## config.mk

```make
export PLATFORM = sky130hd
export DESIGN_NAME = wind_sample_sequencer_flat
export DESIGN_NICKNAME = d
export VERILOG_FILES = /design/src/rtl/wind_sample_sequencer_if.sv /design/src/rtl/wind_sample_sequencer.sv /design/src/flat_wrapper.sv
export SDC_FILE = /design/constraint.sdc
export NUM_CORES = 1
export LEC_CHECK = 0
export ABC_AREA = 0
export BUFFER_PORTS_ARGS = -buffer_cell sky130_fd_sc_hd__buf_2
export CORE_ASPECT_RATIO = 1.4
export CORE_UTILIZATION = 52
export CTS_BUF_LIST = sky130_fd_sc_hd__clkbuf_4 sky130_fd_sc_hd__clkbuf_8
export DETAILED_ROUTE_END_ITERATION = 12
export PLACE_DENSITY = 0.7
export SETUP_SLACK_MARGIN = 0.02
export SYNTH_ARGS = -nofsm -noshare
export SYNTH_HDL_FRONTEND = slang
export SYNTH_SLANG_ARGS = --single-unit
```

## constraint.sdc

```tcl
create_clock -name ms_clk -period 4.3 [get_ports ms_clk]
set_clock_uncertainty 0.2 [all_clocks]
set_input_delay 0.645 -clock ms_clk [delete_from_list [all_inputs] [get_ports ms_clk]]
set_output_delay 0.645 -clock ms_clk [all_outputs]
set_load 0.02 [all_outputs]
```

## src/rtl/wind_sample_sequencer_if.sv

```systemverilog
// Result handshake between the wind sequencer and the SPI/display side.
// The sequencer is the master. It drives speed and speed_valid.
// The consumer is the slave. It returns speed_ack.
interface wind_sample_sequencer_if;
    logic [7:0] speed;
    logic       speed_valid;
    logic       speed_ack;

    modport master (output speed, output speed_valid, input speed_ack);
    modport slave  (input speed, input speed_valid, output speed_ack);
endinterface

```

## src/rtl/wind_sample_sequencer.sv

```systemverilog
// Wind-speed sequencer running on the 1 ms tick.
// It debounces the anemometer contact and counts rotations over a fixed window.
// It then multiplies the count serially and publishes the speed with a too-windy flag.
//
// state      | meaning
// -----------+-----------------------------------------------------------
// ST_COUNT   | counting rotations; window end captures the count
// ST_MUL     | 8-cycle LSB-first shift-add of snapshot x ONE_ROTATION_SPEED
// ST_PUBLISH | one cycle: latch saturated speed, raise valid, update flag
module wind_sample_sequencer #(
    parameter int WINDOW_MS          = 2000,
    parameter int ONE_ROTATION_SPEED = 1563,
    parameter int DEBOUNCE_MS        = 2,
    parameter int WIND_HI            = 3,
    parameter int WIND_LO            = 2
) (
    input  logic                            ms_clk,
    input  logic                            reset,
    input  logic                            i_windsensor,
    input  logic                            i_enable,
    wind_sample_sequencer_if.master         sif,
    output logic                            o_overrun,
    output logic                            o_too_windy,
    output logic                            o_busy,
    output logic [7:0]                      o_rot_count
);
    localparam int                WIN_W    = $clog2(WINDOW_MS);
    localparam logic [WIN_W-1:0]  WIN_LAST = WIN_W'(WINDOW_MS - 1);
    localparam logic [3:0]        DEB_LAST = 4'(DEBOUNCE_MS - 1);
    localparam logic [19:0]       MCAND    = 20'(ONE_ROTATION_SPEED);
    localparam logic [7:0]        HI_TH    = 8'(WIND_HI);
    localparam logic [7:0]        LO_TH    = 8'(WIND_LO);

    typedef enum logic [1:0] {
        ST_COUNT   = 2'd0,
        ST_MUL     = 2'd1,
        ST_PUBLISH = 2'd2
    } state_t;

    state_t            r_state;
    logic              r_sync1;
    logic              r_sync2;
    logic              r_deb;
    logic [3:0]        r_stab;
    logic [WIN_W-1:0]  r_win_cnt;
    logic [7:0]        r_rot_count;
    logic [7:0]        r_snap;
    logic [19:0]       r_mcand;
    logic [19:0]       r_acc;
    logic [2:0]        r_bit;
    logic [7:0]        r_speed;
    logic              r_speed_valid;
    logic              r_overrun;
    logic              r_too_windy;
    logic              r_busy;

    logic              w_disagree;
    logic              w_deb_flip;
    logic              w_rot;
    logic              w_win_end;
    logic [9:0]        w_quot;
    logic [7:0]        w_new_speed;

    assign w_disagree  = (r_sync2 != r_deb);
    assign w_deb_flip  = w_disagree && (r_stab == DEB_LAST);
    // A rotation is counted on the same edge where the debounced level rises.
    assign w_rot       = w_deb_flip && r_sync2;
    assign w_win_end   = i_enable && (r_win_cnt == WIN_LAST);
    assign w_quot      = r_acc[19:10];
    assign w_new_speed = (w_quot > 10'd255) ? 8'hFF : w_quot[7:0];

    assign sif.speed       = r_speed;
    assign sif.speed_valid = r_speed_valid;
    assign o_overrun       = r_overrun;
    assign o_too_windy     = r_too_windy;
    assign o_busy          = r_busy;
    assign o_rot_count     = r_rot_count;

    // Synchronise the raw contact, then debounce it. Any agreement restarts the stability count.
    always_ff @(posedge ms_clk or negedge reset) begin
        if (!reset) begin
            r_sync1 <= 1'b0;
            r_sync2 <= 1'b0;
            r_deb   <= 1'b0;
            r_stab  <= 4'd0;
        end else begin
            r_sync1 <= i_windsensor;
            r_sync2 <= r_sync1;
            if (w_disagree) begin
                if (w_deb_flip) begin
                    r_deb  <= r_sync2;
                    r_stab <= 4'd0;
                end else begin
                    r_stab <= r_stab + 4'd1;
                end
            end else begin
                r_stab <= 4'd0;
            end
        end
    end

    // The window timer and the rotation counter run in every state, so no rotation is lost during MUL.
    always_ff @(posedge ms_clk or negedge reset) begin
        if (!reset) begin
            r_win_cnt   <= '0;
            r_rot_count <= 8'd0;
        end else if (!i_enable) begin
            r_win_cnt   <= '0;
            r_rot_count <= 8'd0;
        end else if (w_win_end) begin
            r_win_cnt   <= '0;
            r_rot_count <= w_rot ? 8'd1 : 8'd0;
        end else begin
            r_win_cnt <= r_win_cnt + WIN_W'(1);
            if (w_rot && (r_rot_count != 8'hFF)) begin
                r_rot_count <= r_rot_count + 8'd1;
            end
        end
    end

    // Sequencer FSM with the serial multiplier and the result handshake.
    always_ff @(posedge ms_clk or negedge reset) begin
        if (!reset) begin
            r_state       <= ST_COUNT;
            r_snap        <= 8'd0;
            r_mcand       <= 20'd0;
            r_acc         <= 20'd0;
            r_bit         <= 3'd0;
            r_speed       <= 8'd0;
            r_speed_valid <= 1'b0;
            r_overrun     <= 1'b0;
            r_too_windy   <= 1'b0;
            r_busy        <= 1'b0;
        end else begin
            if (sif.speed_ack) begin
                r_speed_valid <= 1'b0;
            end
            case (r_state)
                ST_COUNT: begin
                    if (w_win_end) begin
                        r_snap  <= r_rot_count;
                        r_mcand <= MCAND;
                        r_acc   <= 20'd0;
                        r_bit   <= 3'd0;
                        r_busy  <= 1'b1;
                        r_state <= ST_MUL;
                    end
                end
                ST_MUL: begin
                    if (r_snap[0]) begin
                        r_acc <= r_acc + r_mcand;
                    end
                    r_snap  <= r_snap >> 1;
                    r_mcand <= r_mcand << 1;
                    r_bit   <= r_bit + 3'd1;
                    if (r_bit == 3'd7) begin
                        r_state <= ST_PUBLISH;
                    end
                end
                ST_PUBLISH: begin
                    r_speed       <= w_new_speed;
                    r_speed_valid <= 1'b1;
                    // Overwriting a result that was never acknowledged is recorded. A same-edge ack is not an overrun.
                    if (r_speed_valid && !sif.speed_ack) begin
                        r_overrun <= 1'b1;
                    end
                    if (w_new_speed > HI_TH) begin
                        r_too_windy <= 1'b1;
                    end else if (w_new_speed < LO_TH) begin
                        r_too_windy <= 1'b0;
                    end
                    r_busy  <= 1'b0;
                    r_state <= ST_COUNT;
                end
                default: begin
                    r_busy  <= 1'b0;
                    r_state <= ST_COUNT;
                end
            endcase
        end
    end
endmodule

```

## src/flat_wrapper.sv

```systemverilog
// flat-port wrapper written by rule: the top's interface ports become plain ports
module wind_sample_sequencer_flat 
#(
    parameter int WINDOW_MS          = 2000,
    parameter int ONE_ROTATION_SPEED = 1563,
    parameter int DEBOUNCE_MS        = 2,
    parameter int WIND_HI            = 3,
    parameter int WIND_LO            = 2
)
  (ms_clk, reset, i_windsensor, i_enable, o_overrun, o_too_windy, o_busy, o_rot_count, sif_speed, sif_speed_valid, sif_speed_ack);
  wind_sample_sequencer_if sif_i ();
  input  logic ms_clk;
  input  logic reset;
  input  logic i_windsensor;
  input  logic i_enable;
  output logic o_overrun;
  output logic o_too_windy;
  output logic o_busy;
  output logic [7:0] o_rot_count;
  output wire logic [$bits(sif_i.speed)-1:0] sif_speed;
  output wire logic [$bits(sif_i.speed_valid)-1:0] sif_speed_valid;
  input wire logic [$bits(sif_i.speed_ack)-1:0] sif_speed_ack;
  assign sif_speed = sif_i.speed;
  assign sif_speed_valid = sif_i.speed_valid;
  assign sif_i.speed_ack = sif_speed_ack;
  wind_sample_sequencer #(.WINDOW_MS(WINDOW_MS), .ONE_ROTATION_SPEED(ONE_ROTATION_SPEED), .DEBOUNCE_MS(DEBOUNCE_MS), .WIND_HI(WIND_HI), .WIND_LO(WIND_LO)) u_core (.ms_clk(ms_clk), .reset(reset), .i_windsensor(i_windsensor), .i_enable(i_enable), .sif(sif_i), .o_overrun(o_overrun), .o_too_windy(o_too_windy), .o_busy(o_busy), .o_rot_count(o_rot_count));
endmodule
```

==> metrics, run 1 <==
critical register-to-register path startpoint u_core.r_mcand[4]$_DFFE_PN0P_; aggregate global-route resource usage 21.3%; detailed placer's ending HPWL 6020 µm; largest cells by area after synthesis sky130_fd_sc_hd__dfrtp_1, sky130_fd_sc_hd__nand2_1, sky130_fd_sc_hd__ha_1, sky130_fd_sc_hd__o21ai_0, sky130_fd_sc_hd__xor2_1; count of warnings emitted by yosys 0; first-pass GRT wire length 15000 µm; layout cell share with drive strength beyond 1 10.6%; kind of launch point of the worst setup path register; highest net fanout along the worst path 5; post-synthesis to final-layout area growth 10.2%; post-place setup slack 1.40 ns; net count after synthesis 504; Synth top area share 49.8%; DR WL/cell 14.3 µm; end of the worst register-to-register path u_core.r_acc[19]$_DFFE_PN0P_; clock buffer count from CTS 9; arrival time reported for the critical path endpoint 2.82 ns; most common flop cell mapped by yosys sky130_fd_sc_hd__dfrtp_1; count of final hold-check violations 0; worst ir drop on vdd 252 µV; die footprint 0.00917 mm²; clock tree root driver cell sky130_fd_sc_hd__clkbuf_8; I/O Buffers 24; Pleak 2.23 nW; Hold Crit Depth 0; count of flip-flops with a built-in enable after synthesis 0; average cell area after synthesis 9.66 µm²; switching power 0.381 mW; clock period minus final worst setup slack 2.76 ns; #FFs+latches synth 91; worst hold-check slack 0.159 ns; clock net sink count 91; launch instance of the worst min-delay path u_core.r_sync1$_DFF_PN0_; TritonCTS clock tree done; Clock Power Share 42.0%; buffer depth of the longest clock path 2; initial standard-cell utilization of the core 53.4%; run status completed; footprint of the multi-input gates 0.00219 mm²; worst slew pin tran 0.916 ns; initial antenna violation count 0; post-cts hold buffer count 0; total number of vias 3388; FF+latch area 0.00228 mm²; # resized after CTS 0; max-capacitance violation count 0; Die Y 113 µm; capturing element type of the critical path register; netlist area before placement 0.00457 mm²; post-synth top area cell sky130_fd_sc_hd__dfrtp_1; Worst Path Required 4.36 ns; worst skew pair latency 0.36 ns; register share of total power 52.8%; Cell Area, Placed 0.00479 mm²; detailed-route wire length 8630 µm; weighted congestion at the end of routability-driven global placement 0.866; Overflow after GRT 0; antenna cell count 0; cells on worst reg2reg path 9; Internal Pwr Total 1.31 mW; Fillers 741; number of placement rows 40; DR vias/cell 5.61; Post-CTS Repair Setup Buffers 0; final-report setup violation count 0; headroom to the max-slew limit 38.9%; highest-count cells in the layout ignoring fill and taps sky130_fd_sc_hd__dfrtp_1, sky130_fd_sc_hd__nand2_1, sky130_fd_sc_hd__o21ai_0; # IOs 25; count of pins over their slew limit 0; sw frac 22.5%; count of distinct cell types in the synthesized netlist 50; Final nets 525; via count of the first global-routing pass 3508; total power per unit cell area 336 mW/mm²; number of DRC violations after detailed-routing iteration 0 139; Clock transition at path regs 0.09 ns; number of antenna-violating nets in the routed design 0; Final Cycle Share 64.2%; post-route cell area 0.00503 mm²; width of the die 81.2 µm; setup TNS 0 ns; class of the worst hold path register to register; synthesized instance count 473; reg-to-reg slack, setup 1.54 ns; setup repair after global routing missed its margin false; detailed-routing iteration count for the pre-antenna-repair pass 4; Worst Path Class, Setup register to register; power share of the combinational group 5.3%; largest net degree at the start of global routing 66; part of the Yosys area used for sequential elements 49.8%; Hold Crit Endpoint u_core.r_sync2$_DFF_PN0_; number of design rule violations left after detail routing 0; Max Freq 362 MHz; depth of the CTS H-tree 3; most frequent standard cell in the layout excluding fill and tap cells sky130_fd_sc_hd__dfrtp_1; worst setup slack after layout 1.54 ns; core area 0.00856 mm²; asr flop ratio synth 100%
[routing by layer]
metal  wire [µm]  GRT usage (%)  share of wire, %  vias up
li1            -              -                 -     1678
met1        3760           23.7                44     1641
met2        4460           38.2                52       54
met3         169           2.42               2.0       15
met4         233           12.3               2.7        0
met5           0              0                 0        -
[Yosys cell counts (all sizes together) (2+ instances only)]
cell type,number
xor2,19
nand4b,2
nand3,12
nand2,86
o21a,2
a21o,4
dfrtp,91
o22ai,3
o21ai,53
nor2b,8
clkbuf,14
mux2i,9
buf,3
xnor2,14
nand2b,7
nand4,2
or3,2
or2,2
o211ai,2
o31ai,3
a41oi,2
and3,7
a21oi,19
o22a,7
nor3,4
nor2,35
inv,11
o21bai,3
and2,3
a31oi,3
ha,25
[cell families after synthesis]
| kind of cell | after synthesis | synth area share, % |
|---|---|---|
| and+or+nand+nor | 172 | 16.6 |
| AOI/OAI and AO/OA | 113 | 15.4 |
| DFF | 91 | 49.8 |
| xor gates and xnor gates | 33 | 6.32 |
| buffers and inverters | 28 | 2.35 |
| adders and majority gates | 26 | 7.28 |
| muxes | 10 | 2.22 |
[per-stage QoR]
step	power, mW	cells	utilization (%)
2_1_floorplan	0.964	473	-
3_3_place_gp	0.997	588	55.9
3_5_place_dp	1.00	588	55.9
4_1_cts	1.71	604	58.8
5_1_grt	1.76	604	58.8
6_report	1.69	604	58.8
[power by group through the flow]
stage | Clock, mW | Sequential [mW] | Combinational [mW]
floorplan | 0 | 0.910 | 0.0546
global placement | 0 | 0.909 | 0.0884
detailed placement | 0 | 0.911 | 0.0918
CTS | 0.726 | 0.894 | 0.0920
global route | 0.755 | 0.897 | 0.105
finish | 0.710 | 0.894 | 0.0890
[registers in the layout, summed over array words and instances (netlist names)]
signal                  cells
u_core.o_overrun            1
u_core.o_rot_count          8
u_core.r_state              2
u_core.o_too_windy          1
u_core.r_sync1              1
u_core.r_mcand             20
u_core.r_sync2              1
u_core.r_win_cnt           11
u_core.o_busy               1
u_core.r_bit                3
u_core.r_acc               20
u_core.sif.speed            8
u_core.sif.speed_valid      1
u_core.r_stab               4
u_core.r_snap               8
u_core.r_deb                1
[cell type report]
class	instances	share of cell area, %
Clock buffer	10	2.73
Sequential cell	91	45.2
Timing Repair Buffer	27	2.88
Multi-Input combinational cell	354	43.5
Clock inverter	6	2.21
Inverter	11	0.820
Tap cell	105	2.61
[how the worst max path moves through the flow]
stage                                        startpoint                            to  slack [ns]  depth (start not counted)
after floorplan             u_core.r_acc[4]$_DFFE_PN0P_  u_core.r_acc[19]$_DFFE_PN0P_        1.80                          9
after global placement                         i_enable  u_core.r_acc[19]$_DFFE_PN0P_        1.44                          8
after detailed placement                       i_enable  u_core.r_acc[19]$_DFFE_PN0P_        1.40                          8
after CTS                 u_core.r_mcand[4]$_DFFE_PN0P_  u_core.r_acc[19]$_DFFE_PN0P_        1.54                          9
after global routing      u_core.r_mcand[0]$_DFFE_PN0P_  u_core.r_acc[16]$_DFFE_PN0P_        1.33                         11
final                     u_core.r_mcand[4]$_DFFE_PN0P_  u_core.r_acc[19]$_DFFE_PN0P_        1.54                          9
[worst max-delay path: stages (launching register included)]
cell and delay (ns):
sky130_fd_sc_hd__dfrtp_1 0.42, sky130_fd_sc_hd__ha_1 0.37, sky130_fd_sc_hd__a21o_1 0.23, sky130_fd_sc_hd__a31oi_2 0.18, sky130_fd_sc_hd__a21boi_2 0.12, sky130_fd_sc_hd__a211o_1 0.35
sky130_fd_sc_hd__a311oi_2 0.32, sky130_fd_sc_hd__xnor2_1 0.18, sky130_fd_sc_hd__o21bai_1 0.10, sky130_fd_sc_hd__a22o_1 0.19
Note: power is estimated with default switching activity, not from simulation.
==> run 2, diff against run 1 <==
--- a/config.mk
+++ b/config.mk
@@ -5,13 +5,13 @@
 export SDC_FILE = /design/constraint.sdc
 export NUM_CORES = 1
 export LEC_CHECK = 0
-export ABC_AREA = 0
+export ABC_AREA = 1
 export BUFFER_PORTS_ARGS = -buffer_cell sky130_fd_sc_hd__buf_2
 export CORE_ASPECT_RATIO = 1.4
 export CORE_UTILIZATION = 52
 export CTS_BUF_LIST = sky130_fd_sc_hd__clkbuf_4 sky130_fd_sc_hd__clkbuf_8
 export DETAILED_ROUTE_END_ITERATION = 12
-export PLACE_DENSITY = 0.7
+export PLACE_DENSITY = 0.72
 export SETUP_SLACK_MARGIN = 0.02
 export SYNTH_ARGS = -nofsm -noshare
 export SYNTH_HDL_FRONTEND = slang
==> constraint.sdc (replaced) <==
create_clock -name ms_clk -period 2.4 [get_ports ms_clk]
set_clock_uncertainty 0.2 [all_clocks]
set_input_delay 0.36 -clock ms_clk [delete_from_list [all_inputs] [get_ports ms_clk]]
set_output_delay 0.36 -clock ms_clk [all_outputs]
set_load 0.02 [all_outputs]
==> metrics, run 2 <==
capturing element type of the critical path register; ordered list of cells on the worst path ha_1 > inv_1 > fa_1 > inv_1 > nand3_1 > nand3_1 > nand2_1 > nand2_1 > nand2_1 > nand2_1 > nand2_1 > nand3_1 > nand2_1; top cells by instance count after synthesis sky130_fd_sc_hd__nand2_1, sky130_fd_sc_hd__dfrtp_1, sky130_fd_sc_hd__inv_1; arrival time reported for the critical path endpoint 2.23 ns; Clock transition at path regs 0.09 ns; Worst Path Class, Setup register to register; FF+latch area 0.00228 mm²; Synth top area share 44.7%; largest registers u_core.r_acc: 20 flops, u_core.r_mcand: 20 flops, u_core.r_win_cnt: 11 flops; antenna cell count 0; buffer depth of the longest clock path 2; count of distinct cell types in the synthesized netlist 35; count of pins over their slew limit 0; Cells after DPL 818; final-report setup violation count 0; initial antenna violation count 0; first-pass GRT wire length 19300 µm; most common flop cell mapped by yosys sky130_fd_sc_hd__dfrtp_1; sw frac 24.7%; core area 0.00951 mm²; Max Freq 461 MHz; net count after synthesis 696; DR vias/cell 5.27; count of flip-flops with a built-in enable after synthesis 0; initial standard-cell utilization of the core 53.6%; largest net degree at the start of global routing 40; setup repair after global routing missed its margin false; count of warnings emitted by yosys 0; width of the die 85.7 µm; Pleak 2.77 nW; synthesized-area fraction occupied by ao, oa, aoi and oai cells 9.31%; largest cells by area after synthesis sky130_fd_sc_hd__dfrtp_1, sky130_fd_sc_hd__nand2_1, sky130_fd_sc_hd__inv_1, sky130_fd_sc_hd__ha_1, sky130_fd_sc_hd__nor2_1; part of the Yosys area used for sequential elements 44.7%; Worst Path Required 2.45 ns; synthesized instance count 665; headroom to the max-slew limit 61.9%; clock period minus final worst setup slack 2.17 ns; clock buffer count from CTS 9; highest-count cells in the layout ignoring fill and taps sky130_fd_sc_hd__nand2_1, sky130_fd_sc_hd__dfrtp_1, sky130_fd_sc_hd__inv_1; netlist area before placement 0.00510 mm²; post-route cell area 0.00563 mm²; Post-CTS Repair Setup Buffers 0; Cell Area, Placed 0.00539 mm²; setup TNS 0 ns; launch instance of the worst min-delay path i_enable; xor-xnor portion of the synthesized cell area 1.72%; layout cell share with drive strength beyond 1 9.23%; highest net fanout along the worst path 4; max-capacitance violation count 0; fraction of synthesized area in multiplexers 0%; worst ir drop on vdd 385 µV; Fillers 880; I/O Buffers 24; via count of the first global-routing pass 4343; run status completed; critical register-to-register path startpoint u_core.r_acc[0]$_DFFE_PN0P_; Adder-Cell Fraction of Synth Area 6.53%; synthesized-area fraction occupied by and/or/nand/nor cells 29.6%; Most Frequent Cell on Critical Path sky130_fd_sc_hd__nand2_1; asr flop ratio synth 100%; CP Launch Point u_core.r_acc[0]$_DFFE_PN0P_; combinational family with the most area after synthesis simple AND/OR/NAND/NOR gates; #FFs+latches synth 91; Final nets 731; # IOs 25; clock tree root driver cell sky130_fd_sc_hd__clkbuf_8; Internal Pwr Total 2.16 mW; power share of the combinational group 6.6%; kind of launch point of the worst setup path register; clock net sink count 91; largest stage delay on the critical path 0.40 ns; switching power 0.710 mW; post-synth top area cell sky130_fd_sc_hd__dfrtp_1; worst skew pair latency 0.36 ns; weighted congestion at the end of routability-driven global placement 0.864; number of design rule violations left after detail routing 0; number of DRC violations after detailed-routing iteration 0 205; number of antenna-violating nets in the routed design 0; Layout Cells excl Fill 836; Overflow after GRT 0; depth of the CTS H-tree 3; Crit-path slowest cell sky130_fd_sc_hd__fa_1; die footprint 0.0102 mm²; Die Y 119 µm; register share of total power 55.9%; most frequent standard cell in the layout excluding fill and tap cells sky130_fd_sc_hd__nand2_1; most common cell in the netlist sky130_fd_sc_hd__nand2_1; TritonCTS clock tree done; footprint of the multi-input gates 0.00241 mm²; count of final hold-check violations 0; number of placement rows 42; DR WL/cell 13.4 µm; post-synthesis to final-layout area growth 10.4%; total power per unit cell area 511 mW/mm²; average cell area after synthesis 7.66 µm²; detailed-route wire length 11200 µm; aggregate global-route resource usage 23.7%; total number of vias 4408; detailed placer's ending HPWL 8280 µm; Final Cycle Share 90.4%; class of the worst hold path primary input to register; worst slew pin tran 0.570 ns; Clock Power Share 37.5%; detailed-routing iteration count for the pre-antenna-repair pass 6
[run 2: cell types whose count changed after synthesis, sizes merged, moves of 9 or more]
cell    change
nand2     +128
inv        +79
nor2       +36
nand3      +24
o21ai      -13
xnor2      -13
o22ai      +10
xor2       -10
clkbuf      -9
mux2i       -9
nor3        +9
[run 2: what timing repair did]
item | 4_1_cts | 5_1_grt
setup endpoints to repair | 0 | 20
hold endpoints to repair | 40 | 0
gates resized for setup | 0 | 2
hold buffers | 3 | 0
[run 2: cells by family after synthesis]
kind of cell	Yosys count
compound gates	81
xor+xnor	10
fa+ha+maj	26
buf+inv	103
flops	91
simple gates	354
[run 2: critical path, delay by kind of cell, from the launching register on]
kind / cells / cell delay, ns
and+or+nand+nor: 9 / 0.72
adders and majority gates: 2 / 0.61
DFF: 1 / 0.36
buffers and inverters: 2 / 0.16
[run 2: layer usage]
metal	track usage, %	vias up	routed length, µm
met5	0	-	0
met4	9.90	0	314
met3	4.09	24	438
met2	41.9	98	5770
met1	28.1	2093	4660
li1	-	2193	-
[run 2: power by group through the flow]
stage / clock network (mW) / logic [mW] / registers, mW
global route: 1.16 / 0.223 / 1.61
global placement: 0 / 0.183 / 1.63
CTS: 1.11 / 0.196 / 1.61
detailed placement: 0 / 0.191 / 1.64
finish: 1.08 / 0.190 / 1.61
floorplan: 0 / 0.110 / 1.64
[run 2: area by class of cell]
cell class	instances	share of cell area [%]
clock buffers	11	2.69
clock inverters	4	0.889
inverters	91	6.09
multi-input cells	471	42.8
flip-flops and latches	91	40.5
well taps	132	2.93
repair buffers	36	4.14
[run 2: stage by stage]
stage / total power, mW / util, % / worst slack, ns / hold WS (ns)
after floorplan: 1.75 / - / 0.483 / -0.136
after global placement: 1.82 / 56.7 / 0.211 / 0.132
after detailed placement: 1.83 / 56.7 / 0.140 / 0.149
after CTS: 2.91 / 59.1 / 0.125 / 0.135
after global routing: 3.00 / 59.2 / 0.0409 / 0.173
final: 2.87 / 59.2 / 0.229 / 0.153
[run 2: path summary, 6_finish.rpt]
check | cells after the start | to | slack, ns
worst max register to register | 13 | u_core.r_acc[14]$_DFFE_PN0P_ | 0.23
max in group asynchronous | 3 | u_core.r_win_cnt[5]$_DFF_PN0_ | 1.06
worst min register to register | 0 | u_core.r_sync2$_DFF_PN0_ | 0.16
worst min-delay path | 3 | u_core.o_rot_count[0]$_DFFE_PN0P_ | 0.15
min in group asynchronous | 2 | u_core.r_acc[8]$_DFFE_PN0P_ | 0.31
worst max-delay path | 13 | u_core.r_acc[14]$_DFFE_PN0P_ | 0.23
